$ cat src/rtl/jstk_spi_responder_if.sv
//----------------------------------------------------------------------------
// jstk_spi_responder_if
//   SPI pin bundle between a mode-0 master and the joystick responder.
//   SS      : slave select, active-low (master -> slave)
//   SCLK    : SPI clock, idle low      (master -> slave)
//   MOSI    : master-to-slave data, MSB first
//   MISO    : slave-to-master data, MSB first
//   miso_oe : MISO output enable, high only while a frame is active
//----------------------------------------------------------------------------
`timescale 1ns/1ps
interface jstk_spi_responder_if;
  logic SS;
  logic SCLK;
  logic MOSI;
  logic MISO;
  logic miso_oe;

  modport master (output SS, output SCLK, output MOSI, input MISO, input miso_oe);
  modport slave  (input SS, input SCLK, input MOSI, output MISO, output miso_oe);
endinterface

$ cat src/rtl/jstk_spi_responder.sv
//----------------------------------------------------------------------------
// jstk_spi_responder
//   SPI mode-0 slave emulating the PmodJSTK joystick. All SPI pins are
//   oversampled on clk (SCLK must be <= clk/8); no logic runs on SCLK.
//   Each frame returns 5 bytes, MSB first, byte0 first:
//     joy_x[7:0], {6'b0,joy_x[9:8]}, joy_y[7:0], {6'b0,joy_y[9:8]}, {5'b0,btn}
//   and captures the first received byte as the LED command.
//
// Ports:
//   clk        system clock
//   reset      asynchronous, active-high
//   spi        SPI pins (slave modport: SS, SCLK, MOSI in; MISO, miso_oe out)
//   joy_x/joy_y/btn  values to report, snapshotted at the start of each frame
//   led        command[1:0] of the last accepted frame
//   frame_done one-clk pulse after a complete 40-bit frame was accepted
//   frame_err  one-clk pulse after an aborted, overlong or rejected frame
//   busy       high while a frame is being shifted
//
// Build option:
//   JSTK_CMD_CHECK_EN  when defined, a complete frame is accepted only if
//                      command[7:2] == 6'b100000; otherwise it is an error.
//----------------------------------------------------------------------------
`timescale 1ns/1ps
module jstk_spi_responder #(
  parameter int NUM_BYTES   = 5,
  parameter int SYNC_STAGES = 2
) (
  input  logic                      clk,
  input  logic                      reset,
  jstk_spi_responder_if.slave       spi,
  input  logic [9:0]                joy_x,
  input  logic [9:0]                joy_y,
  input  logic [2:0]                btn,
  output logic [1:0]                led,
  output logic                      frame_done,
  output logic                      frame_err,
  output logic                      busy
);

  localparam int FRAME_BITS = NUM_BYTES * 8;

  typedef enum logic [1:0] {ST_IDLE, ST_SHIFT, ST_DONE} state_t;

  // Input synchronizers, loaded with the idle line levels on reset.
  logic [SYNC_STAGES-1:0] ss_sync_q, sclk_sync_q, mosi_sync_q;
  logic                   ss_prev_q, sclk_prev_q;
  logic                   ss_s, sclk_s, mosi_s;
  logic                   ss_rise, sclk_rise, sclk_fall;

  state_t                 state_q, state_d;
  logic [5:0]             bit_cnt_q, bit_cnt_d;
  // Only 7 received bits are stored: the 8th comes straight from MOSI at
  // the moment the command byte is latched.
  logic [6:0]             rx_q, rx_d;
  logic [7:0]             cmd_q, cmd_d;
  // MISO is the MSB of the transmit register; clearing it idles MISO low.
  logic [FRAME_BITS-1:0]  tx_q, tx_d;
  logic                   miso_oe_q, miso_oe_d;
  logic [1:0]             led_q, led_d;
  logic                   frame_done_q, frame_done_d;
  logic                   frame_err_q, frame_err_d;
  logic                   busy_q, busy_d;
  logic                   cmd_ok;

  assign ss_s      = ss_sync_q[SYNC_STAGES-1];
  assign sclk_s    = sclk_sync_q[SYNC_STAGES-1];
  assign mosi_s    = mosi_sync_q[SYNC_STAGES-1];
  assign ss_rise   = ~ss_prev_q & ss_s;
  assign sclk_rise = ~sclk_prev_q & sclk_s;
  assign sclk_fall = sclk_prev_q & ~sclk_s;

`ifdef JSTK_CMD_CHECK_EN
  assign cmd_ok = (cmd_q[7:2] == 6'b100000);
`else
  assign cmd_ok = 1'b1;
  // Upper command bits only matter when command checking is built in.
  logic unused_cmd_hi;
  assign unused_cmd_hi = ^cmd_q[7:2];
`endif

  // State register and all datapath/output flops.
  always_ff @(posedge clk or posedge reset) begin
    if (reset) begin
      ss_sync_q    <= '1;
      sclk_sync_q  <= '0;
      mosi_sync_q  <= '0;
      ss_prev_q    <= 1'b1;
      sclk_prev_q  <= 1'b0;
      state_q      <= ST_IDLE;
      bit_cnt_q    <= '0;
      rx_q         <= '0;
      cmd_q        <= '0;
      tx_q         <= '0;
      miso_oe_q    <= 1'b0;
      led_q        <= 2'b00;
      frame_done_q <= 1'b0;
      frame_err_q  <= 1'b0;
      busy_q       <= 1'b0;
    end else begin
      ss_sync_q    <= {ss_sync_q[SYNC_STAGES-2:0], spi.SS};
      sclk_sync_q  <= {sclk_sync_q[SYNC_STAGES-2:0], spi.SCLK};
      mosi_sync_q  <= {mosi_sync_q[SYNC_STAGES-2:0], spi.MOSI};
      ss_prev_q    <= ss_s;
      sclk_prev_q  <= sclk_s;
      state_q      <= state_d;
      bit_cnt_q    <= bit_cnt_d;
      rx_q         <= rx_d;
      cmd_q        <= cmd_d;
      tx_q         <= tx_d;
      miso_oe_q    <= miso_oe_d;
      led_q        <= led_d;
      frame_done_q <= frame_done_d;
      frame_err_q  <= frame_err_d;
      busy_q       <= busy_d;
    end
  end

  // Next-state logic. IDLE starts on a low synchronized SS level rather than
  // a fall pulse, so a fall that landed during DONE is still honoured.
  always_comb begin
    state_d = state_q;
    case (state_q)
      ST_IDLE:  if (!ss_s)  state_d = ST_SHIFT;
      ST_SHIFT: if (ss_rise) state_d = ST_DONE;
      ST_DONE:  state_d = ST_IDLE;
      default:  state_d = ST_IDLE;
    endcase
  end

  // Datapath and outputs. Frame completion is resolved on the SS-rise
  // transition so the pulse and led update coincide with the DONE clk.
  always_comb begin
    bit_cnt_d    = bit_cnt_q;
    rx_d         = rx_q;
    cmd_d        = cmd_q;
    tx_d         = tx_q;
    miso_oe_d    = miso_oe_q;
    led_d        = led_q;
    frame_done_d = 1'b0;
    frame_err_d  = 1'b0;
    busy_d       = busy_q;
    case (state_q)
      ST_IDLE: begin
        if (!ss_s) begin
          tx_d      = FRAME_BITS'({joy_x[7:0], 6'b0, joy_x[9:8],
                                   joy_y[7:0], 6'b0, joy_y[9:8],
                                   5'b0, btn});
          bit_cnt_d = '0;
          rx_d      = '0;
          cmd_d     = '0;
          miso_oe_d = 1'b1;
          busy_d    = 1'b1;
        end
      end
      ST_SHIFT: begin
        if (ss_rise) begin
          // A coincident SCLK edge is deliberately ignored here.
          tx_d      = '0;
          miso_oe_d = 1'b0;
          busy_d    = 1'b0;
          if ((bit_cnt_q == 6'(FRAME_BITS)) && cmd_ok) begin
            frame_done_d = 1'b1;
            led_d        = cmd_q[1:0];
          end else begin
            frame_err_d  = 1'b1;
          end
        end else if (sclk_rise) begin
          rx_d = {rx_q[5:0], mosi_s};
          if (bit_cnt_q == 6'd7)
            cmd_d = {rx_q, mosi_s};
          if (bit_cnt_q != 6'(FRAME_BITS + 1))
            bit_cnt_d = bit_cnt_q + 6'd1;
        end else if (sclk_fall) begin
          // Zeros shift in, so bits beyond the frame read back as 0.
          tx_d = {tx_q[FRAME_BITS-2:0], 1'b0};
        end
      end
      default: ;
    endcase
  end

  assign spi.MISO    = tx_q[FRAME_BITS-1];
  assign spi.miso_oe = miso_oe_q;
  assign led         = led_q;
  assign frame_done  = frame_done_q;
  assign frame_err   = frame_err_q;
  assign busy        = busy_q;

endmodule

$ cat src/flat_wrapper.sv
// flat-port wrapper written by rule: the top's interface ports become plain ports
module jstk_spi_responder_flat 
#(
  parameter int NUM_BYTES   = 5,
  parameter int SYNC_STAGES = 2
)
  (clk, reset, joy_x, joy_y, btn, led, frame_done, frame_err, busy, spi_SS, spi_SCLK, spi_MOSI, spi_MISO, spi_miso_oe);
  jstk_spi_responder_if spi_i ();
  input  logic clk;
  input  logic reset;
  input  logic [9:0] joy_x;
  input  logic [9:0] joy_y;
  input  logic [2:0] btn;
  output logic [1:0] led;
  output logic frame_done;
  output logic frame_err;
  output logic busy;
  input wire logic [$bits(spi_i.SS)-1:0] spi_SS;
  input wire logic [$bits(spi_i.SCLK)-1:0] spi_SCLK;
  input wire logic [$bits(spi_i.MOSI)-1:0] spi_MOSI;
  output wire logic [$bits(spi_i.MISO)-1:0] spi_MISO;
  output wire logic [$bits(spi_i.miso_oe)-1:0] spi_miso_oe;
  assign spi_i.SS = spi_SS;
  assign spi_i.SCLK = spi_SCLK;
  assign spi_i.MOSI = spi_MOSI;
  assign spi_MISO = spi_i.MISO;
  assign spi_miso_oe = spi_i.miso_oe;
  jstk_spi_responder #(.NUM_BYTES(NUM_BYTES), .SYNC_STAGES(SYNC_STAGES)) u_core (.clk(clk), .reset(reset), .spi(spi_i), .joy_x(joy_x), .joy_y(joy_y), .btn(btn), .led(led), .frame_done(frame_done), .frame_err(frame_err), .busy(busy));
endmodule
$ cat config.mk
export PLATFORM = sky130hd
export DESIGN_NAME = jstk_spi_responder_flat
export DESIGN_NICKNAME = d
export VERILOG_FILES = /design/src/rtl/jstk_spi_responder_if.sv /design/src/rtl/jstk_spi_responder.sv /design/src/flat_wrapper.sv
export SDC_FILE = /design/constraint.sdc
export NUM_CORES = 1
export LEC_CHECK = 0
export ABC_AREA = 1
export CORE_AREA = 2 2 112 114
export DETAILED_ROUTE_END_ITERATION = 12
export DIE_AREA = 0 0 114 116
export PLACE_DENSITY_LB_ADDON = 0.05
export RECOVER_POWER = 100
export SETUP_SLACK_MARGIN = 0.1
export SLEW_MARGIN = 5
export SYNTH_ARGS = -nofsm -noshare
export SYNTH_HDL_FRONTEND = slang
export SYNTH_SLANG_ARGS = --single-unit
$ cat constraint.sdc
create_clock -name clk -period 2.8 [get_ports clk]
set_clock_uncertainty 0.2 [all_clocks]
set_input_delay 0.56 -clock clk [delete_from_list [all_inputs] [get_ports clk]]
set_output_delay 0.56 -clock clk [all_outputs]
set_load 0.01 [all_outputs]
==> flow_metrics.tcl <==
set metrics [dict create \
    start_util 0.245 \
    grt_usage 0.106 \
    viasPerCell 4.14 \
    wire_per_inst_um 11.6 \
    ys_ff_latch 64 \
    dpl.cell_count 526 \
    peakVddDrop_mv 0.292 \
    crit_type "reg -> reg" \
    rsz0062_at_grt "false" \
    cts_resized 0 \
    cts_made_buffers 9 \
    fp.coreArea_mm2 0.0119 \
    die-width_um 114 \
    gp_congestion 0.731 \
    finalSetupViolCount 0 \
    fin_crit_sh 0.824 \
    path_clk_slew_ns 0.05 \
    finalMaxSlewViolations 0 \
    crit_buf_inv 3 \
    ant_nets 0 \
    yosysWarnings 0 \
    hpwlAfterDp_mm 4.17 \
    first_iter_violations 105 \
    cp.required_ns 2.79 \
    hp-class "reg -> reg" \
    top_layer_used "met4" \
    insertedDiodeCount 0 \
    path_common_cell "nand2_1" \
    slew-limit-headroom 0.481 \
    drc_errors 0 \
    overflow 0 \
    wl_met3_um 251 \
    clk_path_buf_depth 2 \
    synth.distinct_cells 23 \
    cts_tree "built" \
    startpoint_type "flop" \
    clock-sinks 64 \
    drive_gt1_frac 0.0582 \
    antenna_found_initial 0 \
    fin_cells 542 \
    endpoint_kind "flop" \
    row_count 40 \
    cp_cell_sequence "inv_1 > nand2_1 > buf_4 > inv_1 > nand2_1 > o21ai_0 > nand2_1 > o21ai_0" \
    first_global_vias 2215 \
    wl_met1_mm 3.29 \
    pwr_density_cell_mw_per_mm2 914 \
    cap_violations 0 \
    fmax_mhz 434 \
    cp_slowest_cell "nand2_1" \
    port_buffers 34 \
    nets 421 \
    netlist_area_mm2 0.00292 \
    p_leak_uw 0.00178 \
    tns_ns 0 \
    die_area_mm2 0.0132 \
    vias 2243 \
    cp_top_family "simple AND/OR/NAND/NOR gates" \
    cp.arrival_ns 2.29 \
    hold_viol 0 \
    netlist_instances 356 \
    fin_crit_ns 2.31 \
    h-tree-depth 3 \
    ys_seq_area_frac 0.550 \
    firstDrtPassIters 4 \
    die_h_um 116 \
    tightestPinTransition_ns 0.778 \
    worst-path-max-fanout 29 \
    cts_hold_buf 0 \
    max_stage_delay_ns 0.50 \
    cts_root_buf "clkbuf_16" \
    postCtsSetupBuffers 0 \
    drt-total-wl_mm 6.29 \
    syn_nets 387 \
    area_growth_pct 26.7 \
    grt_max_degree 44 \
    final_util 0.311 \
    status "finished clean" \
    met2_length_mm 2.63 \
    clkLatencyLatePin_ns 0.32 \
    grt_pass1_wl_mm 11.0 \
    boundaryPins 35 \
    avgSynthCellArea_um2 8.20 \
]
through the flow:
stage	instance area (µm²)	setup WS (ns)	hold WS (ns)	power, µW
2_1_floorplan	2920	0.447	0.131	2040
3_3_place_gp	3380	0.377	0.136	2260
3_5_place_dp	3380	0.374	0.148	2270
4_1_cts	3710	0.354	0.160	3510
5_1_grt	3700	0.209	0.170	3670
6_report	3700	0.494	0.155	3380
cell usage in the layout, fill, tap and decap left out, drive strengths merged:
master / Yosys / layout
a21oi: 1 / 1
buf: 12 / 2
bufinv: 0 / 2
clkbuf: 2 / 14
clkdlybuf4s50: 0 / 23
clkinv: 0 / 1
dfrtp: 61 / 61
dfstp: 3 / 3
dlygate4sd3: 0 / 11
ha: 3 / 3
inv: 46 / 46
nand2: 133 / 133
nand3: 8 / 8
nand4: 5 / 5
nor2: 16 / 16
nor3: 1 / 1
nor3b: 1 / 1
o21ai: 63 / 63
xnor2: 1 / 1
sequential cells by signal, indices dropped and copies added (netlist names), 2 cells and up:
name	cells
u_core.tx_q	40
u_core.state_q	2
u_core.led	2
u_core.bit_cnt_q	6
u_core.cmd_q	2
u_core.mosi_sync_q	2
u_core.sclk_sync_q	2
u_core.ss_sync_q	2
where the power goes:
| group | internal (µW) | leakage [µW] | switching, µW | total [µW] |
|---|---|---|---|---|
| Sequential | 1130 | 0.000834 | 89.1 | 1220 |
| Combinational | 292 | 0.000787 | 657 | 948 |
| Clock | 827 | 0.000160 | 383 | 1210 |
cell usage after synthesis, drive strengths merged:
master  number  area share
a21oi        1      0.0056
buf         12       0.029
clkbuf       2      0.0034
dfrtp       61        0.52
dfstp        3       0.027
ha           3       0.013
inv         46       0.060
nand2      133        0.18
nand3        8       0.014
nand4        5       0.011
nor2        16       0.022
nor3         1      0.0017
nor3b        1      0.0026
o21ai       63        0.11
xnor2        1      0.0030
metal layers:
metal,vias up,GRT usage
li1,1171,-
met1,1020,0.151
met2,43,0.149
met3,9,0.0256
met4,0,0.0561
met5,-,0
final cells by class:
class | instances | area, µm²
Multi-Input combinational cell | 232 | 1040
Clock inverter | 3 | 65.1
Timing Repair Buffer | 37 | 372
Fill cell | 1273 | 8210
Inverter | 46 | 175
Tap cell | 147 | 184
Sequential cell | 64 | 1610
Clock buffer | 13 | 260
worst paths after layout:
kind                                                 start                         endpoint  slack [ns]  depth (start not counted)
setup / recovery             u_core.state_q[1]$_DFFE_PP0P_      u_core.tx_q[23]$_DFFE_PP0P_        0.49                          8
hold / removal             u_core.mosi_sync_q[0]$_DFF_PP0_  u_core.mosi_sync_q[1]$_DFF_PP0_        0.15                          0
setup reg to reg             u_core.state_q[1]$_DFFE_PP0P_      u_core.tx_q[23]$_DFFE_PP0P_        0.49                          8
hold reg to reg            u_core.mosi_sync_q[0]$_DFF_PP0_  u_core.mosi_sync_q[1]$_DFF_PP0_        0.15                          0
max in group asynchronous                            reset      u_core.cmd_q[1]$_DFFE_PP0P_        0.79                          3
min in group asynchronous                            reset      u_core.tx_q[35]$_DFFE_PP0P_        0.62                          2
cells by family after synthesis:
group	Yosys count	synth area share
adders and majority gates	3	0.0129
DFF	64	0.550
buffers and inverters	60	0.0926
AOI/OAI and AO/OA	64	0.114
and+or+nand+nor	164	0.228
xor gates and xnor gates	1	0.00300
No activity file was read; power rests on OpenSTA's default activity.
